$ cat config.mk
export PLATFORM = sky130hd
export DESIGN_NAME = in_service_control
export DESIGN_NICKNAME = d
export VERILOG_FILES = /design/src/rtl/in_service_control.sv
export SDC_FILE = /design/constraint.sdc
export NUM_CORES = 1
export LEC_CHECK = 0
export CORE_AREA = 2 2 90 92
export CTS_BUF_LIST = sky130_fd_sc_hd__clkbuf_8 sky130_fd_sc_hd__clkbuf_16
export CTS_CLUSTER_SIZE = 40
export DETAILED_ROUTE_END_ITERATION = 6
export DIE_AREA = 0 0 92 94
export HOLD_SLACK_MARGIN = 0.03
export PLACE_DENSITY = 0.71
export SLEW_MARGIN = 5
export SYNTH_ARGS = -nofsm -noshare
export SYNTH_HDL_FRONTEND = slang
export SYNTH_SLANG_ARGS = --single-unit
$ cat constraint.sdc
create_clock -name clk -period 35.6 [get_ports clk]
set_clock_uncertainty 0.05 [all_clocks]
set_input_delay 8.9 -clock clk [delete_from_list [all_inputs] [get_ports clk]]
set_output_delay 8.9 -clock clk [all_outputs]
set_load 0.01 [all_outputs]
$ cat src/rtl/in_service_control.sv
// -----------------------------------------------------------------------------
// in_service_control
//
// In-service register, rotating priority map and two-pulse interrupt
// acknowledge sequencer for an 8-input interrupt controller.
//
// The first inta pulse latches the winning IR (or 7 if there is no winner,
// which is flagged as spurious), sets its in-service bit and clears its
// request. The second inta pulse presents the latched vector and can
// optionally perform an automatic EOI.
//
// Ports
//   clk           : clock, rising edge
//   rst_n         : asynchronous active-low reset
//   irr           : masked pending requests (informational only here)
//   highest       : one-hot winning IR from the resolver, 0 = none
//   level         : priority level of highest, 0 = most urgent
//   inta          : one-cycle acknowledge pulse
//   eoi_valid     : EOI command strobe
//   eoi_specific  : 1 = clear eoi_ir, 0 = clear the most urgent in-service IR
//   eoi_rotate    : make the cleared IR the lowest priority
//   eoi_ir        : IR for a specific EOI
//   setpri_valid  : set-priority strobe
//   setpri_bottom : IR that becomes the lowest priority
//   aeoi          : auto-EOI on the second inta
//   aeoi_rotate   : rotate on auto-EOI (honoured only with AUTO_ROTATE_EN)
//   priority_map  : level of IRk at bits [3k+2:3k], feeds the resolver
//                   ("priority" itself is a reserved word)
//   isr           : in-service register
//   int_out       : interrupt request to the CPU
//   irr_clear     : one-cycle pulse clearing the acknowledged request
//   vector_valid  : one-cycle pulse on the second inta
//   vector_ir     : IR number of the vector being delivered
//   spurious      : one-cycle pulse when the first inta finds no winner
//
// Build option
//   AUTO_ROTATE_EN : when defined, an auto-EOI with aeoi_rotate = 1 makes the
//                    acknowledged IR the lowest priority.
// -----------------------------------------------------------------------------
module in_service_control (
    input  logic        clk,
    input  logic        rst_n,
    input  logic [7:0]  irr,
    input  logic [7:0]  highest,
    input  logic [2:0]  level,
    input  logic        inta,
    input  logic        eoi_valid,
    input  logic        eoi_specific,
    input  logic        eoi_rotate,
    input  logic [2:0]  eoi_ir,
    input  logic        setpri_valid,
    input  logic [2:0]  setpri_bottom,
    input  logic        aeoi,
    input  logic        aeoi_rotate,
    output logic [23:0] priority_map,
    output logic [7:0]  isr,
    output logic        int_out,
    output logic [7:0]  irr_clear,
    output logic        vector_valid,
    output logic [2:0]  vector_ir,
    output logic        spurious
);

    typedef enum logic {IDLE, ACK2} state_t;

    // IR0..IR7 at levels 0..7, i.e. bottom = 7
    localparam logic [23:0] PRIORITY_RESET =
        {3'd7, 3'd6, 3'd5, 3'd4, 3'd3, 3'd2, 3'd1, 3'd0};

    state_t      state_reg, state_next;
    logic [2:0]  b_reg, b_next;
    logic [7:0]  isr_reg, isr_next;
    logic [2:0]  vector_ir_reg, vector_ir_next;
    logic        spur_cycle_reg, spur_cycle_next;
    logic [7:0]  irr_clear_reg, irr_clear_next;
    logic        vector_valid_reg, vector_valid_next;
    logic        spurious_reg, spurious_next;
    logic [23:0] priority_reg, priority_next;

    logic [2:0]  ir_level [8];
    logic [3:0]  isr_level;
    logic [2:0]  min_ir;
    logic [2:0]  highest_ir;
    logic [7:0]  clear_bits;
    logic [7:0]  set_bits;
    logic        eoi_rot;
    logic [2:0]  eoi_rot_ir;
    logic        auto_rot;
    logic        auto_rot_en;

    // The request vector is resolved upstream; only highest is acted on here.
    logic unused_irr;
    assign unused_irr = ^irr;

`ifdef AUTO_ROTATE_EN
    assign auto_rot_en = aeoi_rotate;
`else
    // Port kept so both builds share one interface.
    logic unused_aeoi_rotate;
    assign unused_aeoi_rotate = aeoi_rotate;
    assign auto_rot_en = 1'b0;
`endif

    generate
        for (genvar gi = 0; gi < 8; gi++) begin : g_level
            assign ir_level[gi] = priority_reg[3*gi +: 3];
        end
    endgenerate

    // Most urgent in-service level (8 = nothing in service) and its IR.
    // Levels form a permutation, so the minimum is unique.
    always_comb begin
        isr_level = 4'd8;
        min_ir    = 3'd0;
        for (int k = 0; k < 8; k++) begin
            if (isr_reg[k] && ({1'b0, ir_level[k]} < isr_level)) begin
                isr_level = {1'b0, ir_level[k]};
                min_ir    = 3'(k);
            end
        end
    end

    always_comb begin
        highest_ir = 3'd0;
        for (int k = 0; k < 8; k++) begin
            if (highest[k]) begin
                highest_ir = 3'(k);
            end
        end
    end

    assign int_out = (state_reg == IDLE) && (highest != 8'd0) &&
                     ({1'b0, level} < isr_level);

    always_comb begin
        state_next        = state_reg;
        b_next            = b_reg;
        vector_ir_next    = vector_ir_reg;
        spur_cycle_next   = spur_cycle_reg;
        irr_clear_next    = 8'd0;
        vector_valid_next = 1'b0;
        spurious_next     = 1'b0;
        clear_bits        = 8'd0;
        set_bits          = 8'd0;
        eoi_rot           = 1'b0;
        eoi_rot_ir        = eoi_ir;
        auto_rot          = 1'b0;

        if (eoi_valid) begin
            if (eoi_specific) begin
                clear_bits[eoi_ir] = 1'b1;
                eoi_rot            = eoi_rotate;
                eoi_rot_ir         = eoi_ir;
            end else if (isr_reg != 8'd0) begin
                clear_bits[min_ir] = 1'b1;
                eoi_rot            = eoi_rotate;
                eoi_rot_ir         = min_ir;
            end
        end

        case (state_reg)
            IDLE: begin
                if (inta) begin
                    if (highest != 8'd0) begin
                        set_bits[highest_ir] = 1'b1;
                        irr_clear_next       = set_bits;
                        vector_ir_next       = highest_ir;
                        spur_cycle_next      = 1'b0;
                    end else begin
                        vector_ir_next  = 3'd7;
                        spurious_next   = 1'b1;
                        spur_cycle_next = 1'b1;
                    end
                    state_next = ACK2;
                end
            end
            ACK2: begin
                // highest is deliberately not looked at here: the vector was
                // frozen on the first pulse.
                if (inta) begin
                    vector_valid_next = 1'b1;
                    if (aeoi && !spur_cycle_reg) begin
                        clear_bits[vector_ir_reg] = 1'b1;
                        auto_rot                  = auto_rot_en;
                    end
                    state_next = IDLE;
                end
            end
            default: state_next = IDLE;
        endcase

        // A set from inta overrides a clear of the same bit in the same cycle.
        isr_next = (isr_reg & ~clear_bits) | set_bits;

        if (eoi_rot) begin
            b_next = eoi_rot_ir;
        end else if (auto_rot) begin
            b_next = vector_ir_reg;
        end else if (setpri_valid) begin
            b_next = setpri_bottom;
        end

        // Built from b_next so the map follows a rotation on the same edge.
        for (int k = 0; k < 8; k++) begin
            priority_next[3*k +: 3] = 3'(k) - b_next - 3'd1;
        end
    end

    always_ff @(posedge clk or negedge rst_n) begin
        if (!rst_n) begin
            state_reg        <= IDLE;
            b_reg            <= 3'd7;
            isr_reg          <= 8'd0;
            vector_ir_reg    <= 3'd0;
            spur_cycle_reg   <= 1'b0;
            irr_clear_reg    <= 8'd0;
            vector_valid_reg <= 1'b0;
            spurious_reg     <= 1'b0;
            priority_reg     <= PRIORITY_RESET;
        end else begin
            state_reg        <= state_next;
            b_reg            <= b_next;
            isr_reg          <= isr_next;
            vector_ir_reg    <= vector_ir_next;
            spur_cycle_reg   <= spur_cycle_next;
            irr_clear_reg    <= irr_clear_next;
            vector_valid_reg <= vector_valid_next;
            spurious_reg     <= spurious_next;
            priority_reg     <= priority_next;
        end
    end

    assign priority_map = priority_reg;
    assign isr          = isr_reg;
    assign irr_clear    = irr_clear_reg;
    assign vector_valid = vector_valid_reg;
    assign vector_ir    = vector_ir_reg;
    assign spurious     = spurious_reg;

endmodule

Word-level counts from Yosys, hierarchy flattened
Cells that the tools add are included.

Bits in registers: 50. Bits in latches: 0. RAM bits: 0. Memory bits (read-only): 0. Input bits: 34. Output and inout bits: 46. Word-level logic and storage cells: 119. Memories: 0.

Add/sub/neg operators: 16. Multiply operators: 0. Divide/modulo/power cells: 0. Order comparisons: 16. Equal/unequal tests: 0. Shifts and indexed selects: 0. Mux-type cells: 55. Bitwise operators: 5. Reduce and logical (&&, ||, !) cells: 18.

Operators by type and width (number): $mux W8 (9); $mux W3 (16); $lt A3 B4 Y1 (8); $mux W4 (8); $sub A3 B1 Y3 const B (8); $lt A3 B4 Y1 const B (4); $or A8 B8 Y8 (2); $reduce_bool A8 Y1 (2); $mux W1 (15); $logic_and A1 B1 Y1 (14); $demux W1 S3 (4); $ge A3 B1 Y1 const B (4); $sub A3 B3 Y3 const A (4); $and A8 B8 Y8 (1); $not A8 Y8 (1); $sub A1 B3 Y3 const A (2); $sub A2 B3 Y3 const A (2); $mux W2 (2); $pmux W1 S2 (1); $reduce_and A2 Y1 (1); $logic_not A1 Y1 (1); $not A1 Y1 (1).

Longest topological paths before layout
Gate-level depths: netlist of run 1.

Word-level depth: 36. Mapped depth: 57. Gate-level depth less buffers: 54.

Worst setup path before layout of run 1
No wires, ideal clock.

Kind: register to output. From: reg isr_reg[0], in the netlist isr[0]. To: out int_out. Data arrival time: 10588 ps. Data required time: 26650 ps. Setup slack: 16062 ps. Stages on the path, launching flop included: 56. Buffers on the path: 3. Path through: dfrtp_1 -> buf_4 -> nand2_1 -> ha_1 -> a21oi_1 -> o21ai_1 -> a21boi_0 -> mux2i_1 -> inv_1 -> ha_1 -> a21oi_1 -> o221ai_1 -> or2_2 -> a31oi_1 -> inv_1 -> ha_1 -> o211ai_1 -> o21ai_1 -> [20 not listed] -> nand2b_1 -> nand2b_1 -> or2_2 -> a2111oi_0 -> or3_1 -> nor3_4 -> mux2i_1 -> ha_1 -> o21ai_0 -> nand2b_1 -> a21boi_0 -> a31oi_4 -> mux2_2 -> ha_1 -> nor2_1 -> nand2_1 -> a21o_1 -> nand2_1.

Word-level cells in the longest chain between the ends: 24.

Ends and longest elaborated chain: start, declared (line 72) `logic [7:0] isr_reg, isr_next;`; start signal, assigned (line 223) `isr_reg <= isr_next;`; $mux W4 (*) (line 116) `if (isr_reg[k] && ({1'b0, ir_level[k]} < isr_level)) begin`; $lt A3 B4 Y1 (line 116); $logic_and A1 B1 Y1 (line 116); $mux W4 (*) (line 116); $lt A3 B4 Y1 (line 116); $logic_and A1 B1 Y1 (line 116); $mux W4 (*) (line 116); $lt A3 B4 Y1 (line 116); [8 not listed]; $lt A3 B4 Y1 (line 116); $logic_and A1 B1 Y1 (line 116); $mux W4 (*) (line 116); $lt A3 B4 Y1 (line 116); $logic_and A1 B1 Y1 (line 116); $mux W4 (*) (line 116); $lt A3 B4 Y1 (*) (line 133) `({1'b0, level} < isr_level);`; $logic_and A1 B1 Y1 (*) (line 132) `assign int_out = (state_reg == IDLE) && (highest != 8'd0) &&`; end, declared (line 57) `output logic int_out,`.

Every way passes the cells marked *; elsewhere a longest branch is shown, timed or not.

Worst setup path after layout of run 1
Ends and elaborated chain as after synthesis.

==> results of run 1 <==
per-stage QoR:
stage | power [mW] | instance area, um2 | hold WS [ps]
global route | 0.455 | 3870 | 512
detailed placement | 0.368 | 3730 | 459
finish | 0.415 | 3870 | 480
CTS | 0.414 | 3870 | 477
floorplan | 0.281 | 3000 | 436
global placement | 0.361 | 3730 | 447
worst paths after layout:
kind / from / to / cells past startpoint
worst max-delay path: isr[0] / int_out / 52
min in group asynchronous: rst_n / irr_clear[5] / 2
worst min-delay path: spur_cycle_reg / spur_cycle_reg / 1
worst max register to register: isr[0] / priority_map[23] / 50
max in group asynchronous: rst_n / priority_map[14] / 2
worst min register to register: spur_cycle_reg / spur_cycle_reg / 1
layout by cell type, fill, tap and decap left out, drive strengths merged, types with 8 or more instances in the layout:
cell,n
dfrtp,30
o21ai,16
nand3,17
nor2b,8
nand2,31
inv,22
nor2,29
ha,19
clkdlybuf4s50,70
a31oi,9
a21oi,16
power breakdown:
group / total, mW / leakage, nW / internal (mW) / switching, mW
combinational: 0.287 / 1.09 / 0.130 / 0.157
clock: 0.0435 / 0.0687 / 0.0282 / 0.0153
sequential: 0.0841 / 0.452 / 0.0579 / 0.0262
total: 0.415 / 1.61 / 0.216 / 0.198
per-layer routing:
| metal | track usage, % | up-vias |
|---|---|---|
| li1 | - | 1391 |
| met1 | 24.6 | 1420 |
| met2 | 35.0 | 135 |
| met3 | 2.89 | 11 |
| met4 | 5.47 | 0 |
| met5 | 0 | - |
final cells by class:
type | count | area, um2
flip-flops and latches | 37 | 935
well taps | 102 | 128
clock inverters | 3 | 68.8
inverters | 21 | 78.8
multi-input cells | 272 | 1880
clock buffers | 5 | 68.8
repair buffers | 71 | 708
fillers | 724 | 3740
cells by family (layout without fill, tap and decap cells):
logic type               count (synthesis)  after routing
AND/OR/NAND/NOR                        140            140
buffers and inverters                   37            100
multiplexers                            14             14
adder cells (fa/ha/maj)                 19             19
AO/OA/AOI/OAI                           93             93
flip-flops                              37             37
XOR/XNOR                                 6              6
critical path: cells and delay by family (launching register included):
| kind | cells | cell delay, ps |
|---|---|---|
| muxes | 4 | 1200 |
| and+or+nand+nor | 14 | 2790 |
| buffers and inverters | 5 | 830 |
| adders and majority gates | 8 | 2110 |
| AOI/OAI and AO/OA | 21 | 5380 |
| DFF | 1 | 690 |
synthesized netlist by cell type (2+ instances only):
cell type,count
xnor2_1,3
o21ai_1,2
o21bai_1,5
a211oi_1,3
buf_2,2
inv_1,20
o31ai_1,2
ha_1,19
nand2b_1,7
a22o_1,2
a21boi_0,6
nor3_1,6
nor2_1,29
a211o_1,3
or2_2,2
a21o_1,6
dfstp_2,7
o22ai_1,2
or4_1,2
a21oi_1,14
o221ai_1,4
nand2_1,31
and3_1,3
nand3_2,2
and3b_1,2
o21ai_0,14
nor2b_1,8
mux2_2,6
mux2i_1,7
o21a_1,4
buf_4,11
a31oi_1,8
and2_1,6
or3_1,4
clkbuf_1,3
dfrtp_1,30
nor4_1,7
xor2_1,3
nand3_1,15
nand4_1,5
nor3b_1,2
nand3b_1,3
==> flow_summary.toml, run 1 <==
[sta]
finalHoldViolCount = 0
setup_viol_count_final = 0
fin_ws_ps = 13340
period_share_pct = 62.5
final_period_minus_worst_setup_slack_ps = 22260
worst_slew_pin_slew_ps = 1000
timing.setup.tns_ps = 0
maxSlewViolCount = 0
rsz0062_at_grt = "no"
max_slew_margin_pct = 33.0
timing.fmax_mhz = 44.9

[placement]
dp_hpwl_um = 6530
dp_slack_ps = 13910
place.gp.congestion = 0.876
dp.cells = 503
port_buffers = 70

[worst_setup_path]
worstPathArrival_ps = 13310
crit_path_start_kind = "flip-flop"
crit_required_ps = 26650
cp_max_fo = 15
worst_path_max_delay_cell = "a31oi_1"
worst_setup_path_end_kind = "primary output"
worst_path_largest_cell_delay_ps = 750
crit_top_cell = "ha_1"
r2r_slack_ps = 22830
critPathKind = "flip-flop to primary output"

[synthesis]
avgSynthCellArea_um2 = 8.66
synthAdderAreaFrac_pct = 7.93
ys_dominant_reg_cell = "dfrtp_1"
synth_seq_cells = 37
synthSimpleGateAreaFrac_pct = 24.9
synth-compound-area-share_pct = 23.0
netlist.area_leader.share_pct = 25.1
netlist_area_um2 = 3000
synthesis.nets = 399
synth.mux.area_fraction_pct = 5.09
synth_xor_area_share_pct = 1.75
yosysWarnings = 0
synth_seq_area_share_pct = 31.2
synthCells = 346
synth_area_leader_cell = "dfrtp_1"
synth_top_family_by_area = "simple AND/OR/NAND/NOR gates"
synth-edff-count = 0
synthTopCellsByArea = "dfrtp_1 (25%), ha_1 (7.9%), dfstp_2 (6.1%), nand2_1 (3.9%), nor2_1 (3.6%)"
synth-async-reset-ratio_pct = 100
synth_cell_types = 68

[drt]
wl_met1_um = 3540
vias_per_cell = 5.79
drt.antenna.violating_nets = 0
highest_layer = "met4"
vias = 2957
wl_per_cell_um = 16.5
drt-initial-drc-count = 148
wl_um = 8460
drt_pass1_iterations = 5
routed-wl-met2_um = 4220
wl_met3_um = 578
drcViolationCount = 0

[cells_and_area]
fin_util_pct = 50.8
synthToLayoutAreaGrowth_pct = 29.0
final_cells = 511
nets = 461
antenna_cells = 0
largest_reg_flops = 14
drive_above_1_share_pct = 9.29

[clock_tree]
clk_pin_slew_worst_paths_ps = 70
ctsHoldBuffers = 0
cts_resized = 0
cts_root_buffer = "clkbuf_8"
htree_levels = 2
clk_latency_ps = 280
cts.path.max_buffers = 2
cts_buffers = 5
cts_setup_buffers = 0
tritoncts = "built"
cts_sinks = 37

[pwr]
worst_ir_drop_vdd_mv = 0.0405
p_per_area_nw_per_um2 = 107
p_leak_nw = 1.61

[floorplanning]
die_area_um2 = 8650
core_um2 = 7610
core.rowCount = 32
die_w_um = 92
initial_core_util_pct = 39.4
die_h_um = 94
num_io_pins = 80

[global_routing]
grt_antenna_before_repair = 0
grt_overflow_total = 0
grt_pass1_vias = 2908
grt_pass1_wl_um = 13600
grt_max_degree = 38
grt_usage_pct = 19.6

[min_path]
holdCritPathClass = "flip-flop to flip-flop"

[run]
cap_violations = 0

[status]
status = "finished clean"
Note: power is estimated with default switching activity, not from simulation.
==> inputs of run 2 (changes only) <==
- clock period: 35.6 -> 20.8 ns (I/O delays scaled with it)
==> flow_summary.toml, run 2 (synthesis results as in run 1) <==
[run]
cap_violations = 0

[sta]
final_period_minus_worst_setup_slack_ps = 18440
max_slew_margin_pct = 32.4
finalHoldViolCount = 0
setup_viol_count_final = 0
rsz0062_at_grt = "no"
fin_worst_hold_slack_ps = 500
timing.fmax_mhz = 54.2
worst_slew_pin_slew_ps = 1010
maxSlewViolCount = 0
timing.setup.tns_ps = 0
period_share_pct = 88.7

[worst_setup_path]
crit_family = "compound AO/OA/AOI/OAI gates"
cp_max_fo = 15
critPathKind = "flip-flop to primary output"
worst_setup_path_end_kind = "primary output"
crit_top_cell = "ha_1"
worst_path_max_delay_cell = "a31oi_1"
worstPathArrival_ps = 13190
crit_required_ps = 15550
worst_path_largest_cell_delay_ps = 750
crit_path_start_kind = "flip-flop"
critPathLaunch = "isr[0]"
critical_path_buf_inv_count = 5
r2r_start = "isr[0]"

[pwr]
design_power_total_mw = 0.710
p_leak_nw = 1.61
worst_ir_drop_vdd_mv = 0.0726
p_per_area_nw_per_um2 = 184

[cells_and_area]
fin_util_pct = 50.8
final_common_cell = "clkdlybuf4s50_1"
drive_above_1_share_pct = 9.29
area.sequential_um2 = 935
fillCellCount = 716
finalInstanceArea_um2 = 3870
antenna_cells = 0
multiInputGateArea_um2 = 1880
largest_reg_flops = 14
nets = 461
final_cell_mix = "clkdlybuf4s50_1 (70), nand2_1 (31), dfrtp_1 (30), nor2_1 (29), inv_1 (20)"
synthToLayoutAreaGrowth_pct = 29.0

[placement]
port_buffers = 70
dp_hpwl_um = 6510
place.gp.congestion = 0.877
place_area_um2 = 3730

[floorplanning]
die_area_um2 = 8650
die_w_um = 92
core_um2 = 7610
core.rowCount = 32
die_h_um = 94
num_io_pins = 80
initial_core_util_pct = 39.4

[min_path]
holdCritPathClass = "flip-flop to flip-flop"
hold_path_startpoint = "spur_cycle_reg"

[clock_tree]
cts_sinks = 37
cts_resized = 0
cts_root_buffer = "clkbuf_8"
clk_pin_slew_worst_paths_ps = 80
cts_buffers = 5
clk_latency_ps = 280
ctsHoldBuffers = 0
tritoncts = "built"
cts_setup_buffers = 0
htree_levels = 2
cts.path.max_buffers = 2

[status]
status = "finished clean"

[drt]
wl_um = 8380
drt-initial-drc-count = 107
drt.antenna.violating_nets = 0
drt_pass1_iterations = 4
wl_per_cell_um = 16.4
vias = 2949
drcViolationCount = 0
vias_per_cell = 5.77

[global_routing]
grt_max_degree = 38
use_met2_pct = 35.6
grt_usage_pct = 19.7
grt_overflow_total = 0
use_met3_pct = 2.81
grtUsageMet1_pct = 24.4
grt_antenna_before_repair = 0
grt.busiest_layer = "met2"
grt_pass1_wl_um = 13600
grt_pass1_vias = 2859
[run 2: path summary, 6_finish.rpt]
kind	cells past startpoint	endpoint	slack, ps
setup / recovery	52	int_out	2360
hold / removal	1	spur_cycle_reg	500
setup reg to reg	50	priority_map[23]	8120
hold reg to reg	1	spur_cycle_reg	500
max in group asynchronous	2	priority_map[14]	15080
min in group asynchronous	2	irr_clear[5]	5270
[run 2: layout make-up]
type                    count  area share [%]
clock inverters             3            1.78
multi-input cells         272            48.6
repair buffers             71            18.3
clock buffers               5            1.78
well taps                 102            3.30
inverters                  21            2.04
flip-flops and latches     37            24.2
[run 2: per-stage QoR]
step	setup WS, ps	cells
global placement	3080	503
detailed placement	2900	503
finish	2360	511
floorplan	4960	346
global route	1290	511
CTS	2540	511
[run 2: routing by layer]
metal	up-vias	routed length, um
met4	0	108
met3	10	571
met5	-	0
met1	1420	3490
li1	1390	-
met2	129	4210
[run 2: power breakdown]
group / switching (mW) / internal, mW / leakage, nW
Combinational: 0.267 / 0.223 / 1.09
Clock: 0.0263 / 0.0483 / 0.0687
Sequential: 0.0455 / 0.0990 / 0.452
Total: 0.339 / 0.371 / 1.61
==> inputs of run 3 (changes only) <==
- REMOVE_ABC_BUFFERS: unset -> 1
- clock period: 20.8 -> 18.9 ns (I/O delays scaled with it)
==> flow_summary.toml, run 3 (synthesis results as in run 1) <==
[worst_setup_path]
crit_top_cell = "ha_1"
critPathKind = "flip-flop to primary output"
worst_path_largest_cell_delay_ps = 670
crit_required_ps = 14130
rr_endpoint = "priority_map[23]"
worstPathArrival_ps = 12810
r2r_cells = 50
crit_path_start_kind = "flip-flop"
cp_max_fo = 15
cp-endpoint = "int_out"
r2r_start = "isr[0]"
critPathLaunch = "isr[0]"
worst_setup_path_end_kind = "primary output"
r2r_slack_ps = 6590
worst_path_max_delay_cell = "dfrtp_1"

[cells_and_area]
largest_reg_flops = 14
antenna_cells = 0
nets = 460
final_common_cell = "clkdlybuf4s50_1"
drive_above_1_share_pct = 9.31
final_cells = 510
fillCellCount = 711
synthToLayoutAreaGrowth_pct = 28.1
final_cell_mix = "clkdlybuf4s50_1 (69), nand2_1 (31), dfrtp_1 (30), nor2_1 (29), inv_1 (21)"

[drt]
drt.antenna.violating_nets = 0
wl_um = 8310
vias = 2877
wl_per_cell_um = 16.3
drt_pass1_iterations = 4
vias_per_cell = 5.64
drcViolationCount = 0
drt-initial-drc-count = 120

[global_routing]
grt_pass1_vias = 2853
grt_antenna_before_repair = 0
grt_pass1_wl_um = 13500
grt_max_degree = 38
grt_overflow_total = 0
grt_usage_pct = 19.5

[pwr]
p_leak_nw = 1.60
worst_ir_drop_vdd_mv = 0.0593
design_power_total_mw = 0.766
p_per_area_nw_per_um2 = 199

[placement]
dp_hpwl_um = 6580
place.gp.congestion = 0.855
port_buffers = 70
dp.cells = 502

[floorplanning]
core.rowCount = 32
num_io_pins = 80
die_area_um2 = 8650
die_h_um = 94
initial_core_util_pct = 39.4
core_um2 = 7610
die_w_um = 92

[run]
cap_violations = 0

[min_path]
holdCritPathClass = "flip-flop to flip-flop"

[sta]
maxSlewViolCount = 0
fin_worst_hold_slack_ps = 497
finalHoldViolCount = 0
setup_viol_count_final = 0
worst_slew_pin_slew_ps = 809
period_share_pct = 93.0
max_slew_margin_pct = 46.1
timing.fmax_mhz = 56.9
timing.setup.tns_ps = 0
final_period_minus_worst_setup_slack_ps = 17580
rsz0062_at_grt = "no"

[clock_tree]
tritoncts = "built"
htree_levels = 2
ctsHoldBuffers = 0
cts_sinks = 37
cts.path.max_buffers = 2
cts_buffers = 5
cts_root_buffer = "clkbuf_8"
clk_pin_slew_worst_paths_ps = 70
clk_latency_ps = 290

[status]
status = "finished clean"
run 3: cell count changes in the layout (fill, tap and decap cells not counted):
| cell | delta |
|---|---|
| a31oi_1 | -1 |
| a31oi_2 | +1 |
| buf_2 | +1 |
| buf_4 | -1 |
| bufinv_16 | -1 |
| clkbuf_8 | +1 |
| clkdlybuf4s50_1 | -1 |
| inv_1 | +1 |
| inv_6 | -1 |
run 3: stage by stage:
stage                     util, %  area (um2)  setup WS, ps
after floorplan                 -        2890          3520
after global placement       48.8        3720          1590
after detailed placement     48.8        3720          1440
after CTS                    50.4        3830          1090
after global routing         50.5        3840           125
final                        50.5        3840          1320
run 3: worst max-delay path, delay by kind of cell, from the launching register on:
kind | cells | cell delay, ps
adders and majority gates | 8 | 2080
buffers and inverters | 5 | 820
AOI/OAI and AO/OA | 21 | 4970
muxes | 4 | 1170
and+or+nand+nor | 14 | 2810
DFF | 1 | 670
run 3: final cells by class:
type	instances	area, um2	area share, %
flip-flops and latches	37	935	24.3
well taps	102	128	3.32
repair buffers	70	696	18.1
multi-input cells	272	1890	49.1
clock buffers	6	82.6	2.15
inverters	21	78.8	2.05
clock inverters	2	33.8	0.880
run 3: repair_timing:
action | CTS | global route
resized for setup | 0 | 1
endpoints found under the hold margin | 0 | 0
buffers inserted | 0 | 0
setup endpoints to repair | 0 | 1
run 3: worst min path at each step:
stage,from,to,slack [ps],cells after the start
floorplan,spur_cycle_reg,spur_cycle_reg,440,1
global placement,spur_cycle_reg,spur_cycle_reg,460,1
detailed placement,spur_cycle_reg,spur_cycle_reg,490,1
CTS,spur_cycle_reg,spur_cycle_reg,500,1
global route,spur_cycle_reg,spur_cycle_reg,510,1
finish,spur_cycle_reg,spur_cycle_reg,500,1
run 3: power by group:
part,internal [mW],total [mW],switching [mW]
logic,0.246,0.538,0.292
registers,0.109,0.159,0.0496
clock network,0.0424,0.0690,0.0266
run 3: layer usage:
layer  wire [um]  track usage [%]  share of wire (%)
met1        3470             22.9                 42
met4         201             6.72                2.4
met3         492             3.05                5.9
met5           0                0                  0
met2        4150             36.0                 50
